**src/rtl/clk_test_unit.sv**
```systemverilog
// Retiming register stage: rotates data_in right by ROT_AMT, then delays it DEPTH clocks.
// Asynchronous active-low reset clears every stage.
module clk_test_unit #(
  parameter int WIDTH   = 16,
  parameter int DEPTH   = 1,
  parameter int ROT_AMT = 0
) (
  input  logic             clk,
  input  logic             rst,
  input  logic [WIDTH-1:0] data_in,
  output logic [WIDTH-1:0] data_out
);

  if (WIDTH < 1) begin : g_bad_width
    $error("clk_test_unit: WIDTH must be >= 1");
  end
  if (DEPTH < 1 || DEPTH > 8) begin : g_bad_depth
    $error("clk_test_unit: DEPTH must be in 1..8");
  end
  if (ROT_AMT < 0 || ROT_AMT > WIDTH - 1) begin : g_bad_rot
    $error("clk_test_unit: ROT_AMT must be in 0..WIDTH-1");
  end

  logic [WIDTH-1:0] rot_in;
  logic [WIDTH-1:0] pipe [DEPTH];

  // Rotation is pure wiring; the zero case avoids a full-width slice.
  if (ROT_AMT == 0) begin : g_no_rot
    assign rot_in = data_in;
  end else begin : g_rot
    assign rot_in = {data_in[ROT_AMT-1:0],
                     data_in[WIDTH-1:ROT_AMT]};
  end

  always_ff @(posedge clk or negedge rst) begin
    if (!rst) begin
      for (int i = 0; i < DEPTH; i++) begin
        pipe[i] <= '0;
      end
    end else begin
      pipe[0] <= rot_in;
      for (int i = 1; i < DEPTH; i++) begin
        pipe[i] <= pipe[i-1];
      end
    end
  end

  assign data_out = pipe[DEPTH-1];

endmodule

```
**config.mk**
```make
export PLATFORM = sky130hd
export DESIGN_NAME = clk_test_unit
export DESIGN_NICKNAME = d
export VERILOG_FILES = /design/src/rtl/clk_test_unit.sv
export SDC_FILE = /design/constraint.sdc
export NUM_CORES = 1
export LEC_CHECK = 0
export CORE_AREA = 2 2 39 41
export DETAILED_ROUTE_END_ITERATION = 8
export DIE_AREA = 0 0 41 43
export GPL_TIMING_DRIVEN = 0
export PLACE_DENSITY_LB_ADDON = 0.25
export SETUP_SLACK_MARGIN = 0.15
export SLEW_MARGIN = 40
export SYNTH_ARGS = -nofsm -noshare
export SYNTH_HDL_FRONTEND = slang
export SYNTH_SLANG_ARGS = --single-unit
```
**constraint.sdc**
```tcl
create_clock -name clk -period 0.8 [get_ports clk]
set_input_delay 0.12 -clock clk [delete_from_list [all_inputs] [get_ports clk]]
set_output_delay 0.12 -clock clk [all_outputs]
set_load 0.01 [all_outputs]
```
Yosys cells after proc, flatten, opt, wreduce, memory -nomap -nowiden
Index checks and enable logic that the tools add are counted.
- register bits: 16
- input bits: 18
- output and inout bits: 16
- word-level logic and storage cells: 1

Logic depth before layout (Yosys ltp)
- depth after elaboration: 0
- gate-level depth with buffers: 0
- mapped depth without buffers: 0

Worst setup path after synthesis
Ideal clock, no wire load.
- kind: register to output
- from: reg pipe, in the netlist data_out[0]
- to: out data_out[0]
- arrival: 376 ps
- data required time: 680 ps
- slack: 304 ps
- stages on the path, launching flop included: 1
- buffers on the path: 0
- cell sequence: dfrtp_1
- RTL lines (item ; RTL line ; RTL):
    start: declaration ; 25 ; logic [WIDTH-1:0] pipe [DEPTH];
    start signal: indexed assignment ; 43 ; pipe[i] <= pipe[i-1];
    end: declaration ; 11 ; output logic [WIDTH-1:0] data_out
No word-level cell between the ends.

Worst setup path after layout
- from: reg pipe, in the netlist data_out[1]
- to: out data_out[1]
No word-level cell between the ends.

==> impl_metrics.json <==
{
  "power.total_mw": 1.54,
  "crit_slowest_cell": "dfrtp_1",
  "htree_levels": 1,
  "slowest_delay_ns": 0.39,
  "fp.dieH_um": 43,
  "layout_min_cycle_time_ns": 0.913,
  "syn_inst": 16,
  "pre_cts_ws_ns": -0.222,
  "num_rows": 14,
  "multi_input_gates": 0,
  "cp.arrival_ns": 0.79,
  "synthAdderAreaFrac": 0,
  "crit_family": "flip-flops",
  "synth_xor_area_frac": 0,
  "fmax_mhz": 1090,
  "antenna_cells": 0,
  "root_buffer": "clkbuf_4",
  "path_buf_inv": 1,
  "powerDensity_nw_per_um2": 2110,
  "ys_types": 1,
  "stdcell_count": 69,
  "gr-total-overflow": 0,
  "layout_common_cells": "16 x dfrtp_1, 16 x clkdlybuf4s50_1, 12 x buf_2, 4 x buf_6, 3 x clkbuf_4",
  "track_usage": 0.113,
  "wirelength_um": 824,
  "crit_path_start": "data_out[1]",
  "synth_area_leaders": "dfrtp_1 100%",
  "synth_area_leader_cell": "dfrtp_1",
  "io_buffers": 33,
  "muxShareOfSynthArea": 0,
  "core_um2": 1380,
  "syn_nets": 34,
  "worst_slew_pin_slew_ns": 0.664,
  "cts_setup_buffers": 0,
  "maxCapViolCount": 0,
  "finalCritPeriodShare": 1.14,
  "syn2layout_area_growth_pct": 82.5,
  "yosys_warnings": 0,
  "dp.cells": 65,
  "synthSimpleGateAreaFrac": 0,
  "start_kind": "flip-flop",
  "viasPerCell": 3.77,
  "failed_checks": "negative hold slack, negative setup slack",
  "synth_compound_area_frac": 0,
  "endpoint_kind": "output pin",
  "hp-class": "input port to async pin",
  "worst-path-max-fanout": 1,
  "pin_count": 34,
  "power_leakage_nw": 0.347,
  "grt_pass1_vias": 275,
  "cts_tree": "yes",
  "synth_seq_area_share": 1.00,
  "synth-seq-cells": 16,
  "dr.first_iter.drc_count": 1,
  "layout.nets": 72,
  "multiInputGateArea_um2": 0,
  "drive_gt1_frac": 0.377,
  "whs_ns": -0.0239,
  "clock_sinks": 16,
  "irDropWorstVdd_mv": 1.11,
  "fin_ws_ns": -0.113,
  "outcome": "finished, violations left",
  "hold_violations": 16,
  "synth_top_cell_area_share": 1.00,
  "n_fill_cell": 121,
  "avgRoutedWirePerCell_um": 11.9,
  "drc_errors": 0,
  "dp.final_hpwl_um": 627,
  "cts_buffers": 3,
  "clock_path_buffers": 2,
  "crit_chain": "buf_6",
  "start_util": 0.289,
  "required_ns": 0.68,
  "ant_nets": 0,
  "place_congestion": 0.553,
  "finalMaxSlewViolations": 0,
  "fp.dieW_um": 41,
  "first_pass_iters": 2,
  "grt_max_degree": 17,
  "crit_type": "flip-flop to output pin",
  "largest_register_ffs": 16,
  "setup_viol": 16,
  "clk_pin_slew_ns": 0.09,
  "fp.dieArea_um2": 1760,
  "netlist_area_um2": 400,
  "antenna_found_initial": 0,
  "relSlewSlack": 0.557,
  "vias": 260,
  "syn_area_per_cell_um2": 25.0,
  "rsz0062_at_grt": "true",
  "grt_pass1_wl_um": 1190
}
[path summary, 6_finish.rpt]
check | end | cells past startpoint | slack [ns]
worst min-delay path | data_out[7] | 1 | -0.02
min in group clk | data_out[6] | 1 | 0.27
max in group asynchronous | data_out[15] | 1 | 0.40
worst max-delay path | data_out[1] | 1 | -0.11
[synth_stat cells (all sizes together)]
master	count
dfrtp	16
[final cells by class]
cell class | count | area [um^2] | area share
sequential | 16 | 400 | 0.548
tap | 16 | 20.0 | 0.0274
clock buffer | 4 | 36.3 | 0.0497
timing repair buffer | 33 | 274 | 0.375
[metal layers]
metal	wire (um)	vias to the layer above	share of wire	GRT usage
met1	290	116	0.35	0.118
met3	119	2	0.14	0.0524
met4	13	0	0.016	0.0800
met5	0	-	0	0
met2	400	20	0.49	0.169
li1	-	122	-	-
[per-stage QoR]
step | TNS, ns | cell area, um^2 | utilization
after global routing | -2.16 | 731 | 0.528
after detailed placement | -6.00 | 751 | 0.542
after CTS | -1.76 | 706 | 0.510
after global placement | -5.59 | 751 | 0.542
final | -1.49 | 731 | 0.528
after floorplan | 0 | 400 | -
[power breakdown]
group / switching [mW] / total [mW] / internal (mW)
Combinational: 0.0601 / 0.169 / 0.109
Sequential: 0.0110 / 0.859 / 0.848
Clock: 0.235 / 0.511 / 0.277
[timing repair]
action | CTS | global route
endpoints found under the hold margin | 16 | 0
pin swaps | 0 | 0
setup endpoints to repair | 32 | 16
gates resized for setup | 65 | 4
[logic make-up (layout without fill, tap and decap cells)]
kind of cell / count (synthesis) / after routing
DFF: 16 / 16
buffers and inverters: 0 / 37
Power figures use the tool's default switching activity.
